<file path="src/rtl/alu_64.sv">
`default_nettype none
// ============================================================================
// Module   : alu_64
// Purpose  : Integer ALU for the execute stage. The operation is computed
//            combinationally from A, B and cntrl. Result and flags are
//            captured in an output register, so they appear one clock later.
// Revision : 1.0  initial release
// ----------------------------------------------------------------------------
// Ports
//   clk       in   1      rising-edge clock
//   reset     in   1      asynchronous active-high reset
//   A         in   WIDTH  operand A
//   B         in   WIDTH  operand B
//   cntrl     in   3      operation select
//   result    out  WIDTH  registered result
//   negative  out  1      registered result[WIDTH-1]
//   zero      out  1      registered (result == 0)
//   overflow  out  1      registered signed overflow (add/sub only)
//   carry_out out  1      registered adder carry out of the MSB (add/sub only)
// ============================================================================
module alu_64 #(
  parameter int WIDTH = 64
) (
  input  logic             clk,
  input  logic             reset,
  input  logic [WIDTH-1:0] A,
  input  logic [WIDTH-1:0] B,
  input  logic [2:0]       cntrl,
  output logic [WIDTH-1:0] result,
  output logic             negative,
  output logic             zero,
  output logic             overflow,
  output logic             carry_out
);

  localparam logic [2:0] c_OP_PASSB = 3'b000;
  localparam logic [2:0] c_OP_ADD   = 3'b010;
  localparam logic [2:0] c_OP_SUB   = 3'b011;
  localparam logic [2:0] c_OP_AND   = 3'b100;
  localparam logic [2:0] c_OP_OR    = 3'b101;
  localparam logic [2:0] c_OP_XOR   = 3'b110;

  logic             w_is_sub;
  logic             w_is_arith;
  logic [WIDTH-1:0] w_b_eff;
  logic [WIDTH:0]   w_sum;
  logic             w_add_ovf;
  logic [WIDTH-1:0] w_result;
  logic             w_overflow;
  logic             w_carry;

  // Single shared adder: subtract is A + ~B + 1.
  assign w_is_sub   = (cntrl == c_OP_SUB);
  assign w_is_arith = (cntrl == c_OP_ADD) || w_is_sub;
  assign w_b_eff    = w_is_sub ? ~B : B;
  assign w_sum      = {1'b0, A} + {1'b0, w_b_eff} + {{WIDTH{1'b0}}, w_is_sub};

  // Same-sign addends producing a different-sign sum is exactly
  // carry-into-MSB XOR carry-out-of-MSB.
  assign w_add_ovf  = (A[WIDTH-1] == w_b_eff[WIDTH-1]) &&
                      (w_sum[WIDTH-1] != A[WIDTH-1]);

  always_comb begin
    w_result = '0;
    unique case (cntrl)
      c_OP_PASSB:       w_result = B;
      c_OP_ADD, c_OP_SUB: w_result = w_sum[WIDTH-1:0];
      c_OP_AND:         w_result = A & B;
      c_OP_OR:          w_result = A | B;
      c_OP_XOR:         w_result = A ^ B;
      default:          w_result = '0;
    endcase
  end

  assign w_overflow = w_is_arith && w_add_ovf;
  assign w_carry    = w_is_arith && w_sum[WIDTH];

  logic [WIDTH-1:0] r_result;
  logic             r_negative;
  logic             r_zero;
  logic             r_overflow;
  logic             r_carry;

  always_ff @(posedge clk or posedge reset) begin
    if (reset) begin
      r_result   <= '0;
      r_negative <= 1'b0;
      r_zero     <= 1'b1;
      r_overflow <= 1'b0;
      r_carry    <= 1'b0;
    end else begin
      r_result   <= w_result;
      r_negative <= w_result[WIDTH-1];
      r_zero     <= (w_result == '0);
      r_overflow <= w_overflow;
      r_carry    <= w_carry;
    end
  end

  assign result    = r_result;
  assign negative  = r_negative;
  assign zero      = r_zero;
  assign overflow  = r_overflow;
  assign carry_out = r_carry;

endmodule
`default_nettype wire

</file>
<file path="config.mk">
export PLATFORM = sky130hd
export DESIGN_NAME = alu_64
export DESIGN_NICKNAME = d
export VERILOG_FILES = /design/src/rtl/alu_64.sv
export SDC_FILE = /design/constraint.sdc
export NUM_CORES = 1
export LEC_CHECK = 0
export CORE_ASPECT_RATIO = 0.8
export CORE_MARGIN = 2
export CORE_UTILIZATION = 56
export CTS_CLUSTER_SIZE = 10
export DETAILED_ROUTE_END_ITERATION = 8
export PLACE_DENSITY = 0.84
export SYNTH_ARGS = -nofsm -noshare
export SYNTH_HDL_FRONTEND = slang
export SYNTH_SLANG_ARGS = --single-unit
</file>
<file path="constraint.sdc">
create_clock -name clk -period 3.6 [get_ports clk]
set_clock_uncertainty 0.1 [all_clocks]
set_input_delay 0.72 -clock clk [delete_from_list [all_inputs] [get_ports clk]]
set_output_delay 0.72 -clock clk [all_outputs]
set_load 0.005 [all_outputs]
</file>
==> key figures, run 1 <==
Yosys
  – Post-Synth Simple-Gate Area: 17.6%
  – Yosys reg bits: 67
  – Mux share of post-synthesis cell area: 1.18%
  – Ys Warns: 0
  – Register area share after synthesis: 14.7%
  – Synth Area in Adders: 22.1%
  – Async SR Flop Fraction: 100%
  – Syn_nets: 1831
  – Post-synth EDFFs: 0
  – Compound-Gate Fraction of Synth Area: 29.0%
  – Largest family of logic cells by synthesized area: compound AO/OA/AOI/OAI gates
  – Post-synthesis cell area: 11400 sq um
  – Avg Cell Area, Syn: 7.62 sq um
  – Top_reg_cell synth: dfrtp_1
  – Yosys cell types: 89
  – XOR/XNOR Fraction of Synth Area: 7.53%
  – Syn Inst Count: 1497

Outcome
  – Stopping stage: clock tree synthesis
  – Status: aborted with a tool error
  – Error msg: [ERROR DPL-0038] Utilization greater than 100%, impossible to legalize

Clock tree
  – H-tree levels: 3
  – Post-CTS Hold Buffers: 0
  – TritonCTS Sinks: 67
  – # resized after CTS: 337
  – Post-CTS setup buffers: 91
  – CTS buffer count: 9
  – CTS Root Cell: clkbuf_16
  – CTS max path bufs: 2

Floorplan
  – Io pins: 201
  – Initial core utilization: 57.3%
  – Die height: 132 um
  – Die W: 164 um
  – Row cnt: 46

Placement
  – Placed Cells: 2418
  – PortBufs: 200
  – DPL Wire Length: 46300 um
  – Post-DP Area: 17600 sq um
  – GPL Wtd Cong: 1.15
==> metrics by stage <==
step | worst slack (ns) | util [%] | hold WS, ns
after detailed placement | -1.95 | 88.6 | 1.07
after global placement | -1.58 | 88.6 | 1.06
after floorplan | -0.933 | - | 0.762
==> cell usage after synthesis (all sizes together), types with 11 or more instances <==
cell type	n	share of area (%)
nor2	83	2.7
o31ai	11	0.84
o21a	16	1.1
and3	12	0.66
a21oi	109	4.9
nand3	21	0.92
or3	12	0.66
o21ai	113	5.0
inv	145	4.8
nand4	35	1.9
dfrtp	66	14
a22oi	41	2.7
nor3	27	1.4
buf	26	1.2
a21o	28	1.8
xor2	16	1.2
nor4	12	0.71
a211oi	25	1.8
ha	200	22
clkbuf	58	1.9
nand2	146	4.8
xnor2	82	6.3
o211ai	36	2.4
==> cells by family after synthesis <==
family          Yosys count
compound gates          485
simple gates            404
buf+inv                 229
fa+ha+maj               201
xor+xnor                 98
flops                    67
mux                      13
==> run 2: changes to the inputs <==
==> config.mk (replaced) <==
export PLATFORM = sky130hd
export DESIGN_NAME = alu_64
export DESIGN_NICKNAME = d
export VERILOG_FILES = /design/src/rtl/alu_64.sv
export SDC_FILE = /design/constraint.sdc
export NUM_CORES = 1
export LEC_CHECK = 0
export CORE_MARGIN = 2
export CORE_UTILIZATION = 40
export DETAILED_ROUTE_END_ITERATION = 8
export PLACE_DENSITY_LB_ADDON = 0.15
export SYNTH_ARGS = -nofsm -noshare
export SYNTH_HDL_FRONTEND = slang
export SYNTH_SLANG_ARGS = --single-unit
==> key figures, run 2 <==
Power and ir drop
  – Leak Pwr: 10.2 nW
  – Overall power: 5.97 mW
  – Max IR drop VDD: 0.164 mV
  – Power per cell area: 274 nW/um^2

Timing
  – Final worst path period share: 130%
  – Post-route setup TNS: -9.18 ns
  – Rel. slew slack: 61.0%
  – Endpoints failing setup: 32
  – Max-slew violations: 0
  – Fin crit period: 4.68 ns
  – Fmax: 214 MHz
  – RSZ-0062 raised after global routing: true
  – Hold Fails Final Rpt: 0
  – Worst setup margin: -1.08 ns
  – Least-Margin Pin Slew: 0.581 ns

Global routing
  – First-pass GRT wire length: 82400 um
  – Largest net degree at the start of global routing: 45
  – Overflow after GRT: 0
  – Gr usage total: 35.0%
  – Vias in the first global route: 14800
  – Initial antenna violation count: 1

Yosys
  – Most frequent cell after synthesis: ha_1 (unchanged)
  – List of most frequent post-synthesis cells: 200 x ha_1, 146 x nand2_1, 145 x inv_1, 108 x a21oi_1, 106 x o21ai_0 (unchanged)
  – Synth top area share: 21.9% (unchanged)
  – Syn Inst Count: 1497 (unchanged)
  – Post-synth EDFFs: 0 (unchanged)
  – Post-synthesis cell area: 11400 sq um (unchanged)
  – Synth Area in Adders: 22.1% (unchanged)
  – Avg Cell Area, Syn: 7.62 sq um (unchanged)
  – Register area share after synthesis: 14.7% (unchanged)
  – Top_reg_cell synth: dfrtp_1 (unchanged)
  – Cell taking the most area after synthesis: ha_1 (unchanged)
  – Top cells by area, synth: ha_1 22%, dfrtp_1 14%, xnor2_1 6.3% (unchanged)
  – Ys Warns: 0 (unchanged)
  – Mux share of post-synthesis cell area: 1.18% (unchanged)
  – Yosys reg bits: 67 (unchanged)
  – Compound-Gate Fraction of Synth Area: 29.0% (unchanged)
  – Post-Synth Simple-Gate Area: 17.6% (unchanged)
  – XOR/XNOR Fraction of Synth Area: 7.53% (unchanged)
  – Syn_nets: 1831 (unchanged)
  – Yosys cell types: 89 (unchanged)
  – Largest family of logic cells by synthesized area: compound AO/OA/AOI/OAI gates (unchanged)
  – Async SR Flop Fraction: 100% (unchanged)

Clock tree
  – H-tree levels: 3 (unchanged)
  – TritonCTS clock tree: yes
  – CTS buffer count: 9 (unchanged)
  – CTS Root Cell: clkbuf_16 (unchanged)
  – CTS max path bufs: 2 (unchanged)
  – TritonCTS Sinks: 67 (unchanged)
  – Worst-path clk slew: 0.06 ns

Setup path
  – Worst Path Required: 3.77 ns
  – Slowest stage delay, CP: 0.50 ns
  – Most used cell, CP: buf_12
  – Critical path cell sequence: buf_8 > and3b_4 > buf_12 > buf_12 > buf_12 > buf_8 > xnor2_2 > ha_4 > nand4_1 > nor3_4 > nand3_2 > o32ai_4 > nor3_4 > o31ai_4 > xnor2_1 > o21ai_2 > nor4b_4 > or4b_4 > nor4_2
  – Worst-path maximum fanout: 7
  – Crit path DAT: 4.85 ns
  – Crit start category: primary input
  – Worst path slowest cell: or4b_4
  – Path type of the worst setup path: primary input to flip-flop
  – Crit. End Element: flip-flop

Cells and area
  – Share of layout cells above drive strength 1: 44.3%
  – Nets@finish: 2660
  – Fill count: 1988
  – Area Overhead vs Synth: 90.6%
  – Most common cell after layout, fill and taps aside: buf_4
  – Design area: 21700 sq um
  – Max reg flops: 63
  – Most frequent cells in the layout: 618 x buf_4, 191 x clkdlybuf4s50_1, 158 x ha_1, 139 x inv_1, 129 x nand2_1
  – Final Core Density: 77.8%
  – Number of diodes: 0

Floorplan
  – Row cnt: 61 (was 46)
  – Die W: 173 um (was 164 um)
  – Io pins: 201 (unchanged)
  – Core area: 27900 sq um
  – Initial core utilization: 40.8% (was 57.3%)
  – Die area: 29900 sq um
  – Die height: 173 um (was 132 um)

Placement
  – DPL Wire Length: 42200 um (was 46300 um)
  – GPL Wtd Cong: 0.984 (was 1.15)
  – PortBufs: 200 (unchanged)
  – Place WS: -2.09 ns (was -1.95 ns)
  – Post-DP Area: 18100 sq um (was 17600 sq um)

Outcome
  – Status: finished with violations (was aborted with a tool error)
  – Failing checks: negative setup slack

Route
  – Routed WL: 56500 um
  – Vias: 15300
  – Drt initial violations: 1409
  – ANT nets after route: 0
  – Average via count per standard cell: 5.66
  – DR DRC count: 0
  – First drt pass iteration count: 6
  – WL per Instance: 20.9 um

Worst hold path
  – Worst hold path type: primary input to asynchronous set/reset pin

Flow run
  – Max-cap violations: 0
-- run 2: cell counts after synthesis --
Identical to the previous run, type by type.
-- run 2: timing repair --
action                                  CTS  global route
gates cloned                              2             0
buffers inserted                         67            83
hold buffers                              0             0
pin swaps                                96           155
endpoints found under the setup margin   54            44
resized for setup                       291           237
-- run 2: final cells by class --
| class | instances | area [sq um] | area share (%) |
|---|---|---|---|
| Clock inverter | 2 | 12.5 | 0.0575 |
| Multi-Input combinational cell | 1202 | 11100 | 50.8 |
| Timing Repair Buffer | 901 | 7720 | 35.5 |
| Clock buffer | 12 | 256 | 1.18 |
| Sequential cell | 67 | 1680 | 7.72 |
| Inverter | 145 | 544 | 2.50 |
| Tap cell | 378 | 473 | 2.18 |
-- run 2: routing by layer --
layer / track usage, % / up-vias / routed length (um)
met2: 60.1 / 684 / 26900
met3: 4.88 / 171 / 3830
li1: - / 7086 / -
met5: 0 / - / 10
met1: 45.2 / 7388 / 23400
met4: 11.4 / 2 / 2380
-- run 2: path summary, 6_finish.rpt --
path	startpoint	to	slack, ns
max in group asynchronous	reset	zero	2.06
min in group clk	B[1]	result[1]	0.92
max	cntrl[2]	zero	-1.08
min	reset	result[2]	0.54
-- run 2: per-stage QoR --
step,instances,hold WS [ns]
6_report,2707,0.544
5_1_grt,2707,0.571
4_1_cts,2647,0.551
3_5_place_dp,2568,0.938
3_3_place_gp,2568,0.937
2_1_floorplan,1497,0.762
-- run 2: worst max-delay path, delay by kind of cell --
kind	cells	cell delay [ns]
AO/OA/AOI/OAI	3	0.61
XOR/XNOR	2	0.24
adder cells (fa/ha/maj)	1	0.33
buffers and inverters	5	0.61
AND/OR/NAND/NOR	8	2.32
-- run 2: power breakdown --
part           internal, mW  switching (mW)  leakage [nW]
clock                 0.495           0.365         0.131
sequential            0.866          0.0310         0.837
combinational          2.20            2.01          9.19
total                  3.56            2.41          10.2
-- run 2: logic make-up (layout without fill, tap and decap cells) --
logic type      after synthesis  after routing
xor+xnor                     98             98
flops                        67             67
simple gates                404            405
buf+inv                     229           1060
mux                          13             13
fa+ha+maj                   201            201
compound gates              485            485
Note: power is estimated with default switching activity, not from simulation.
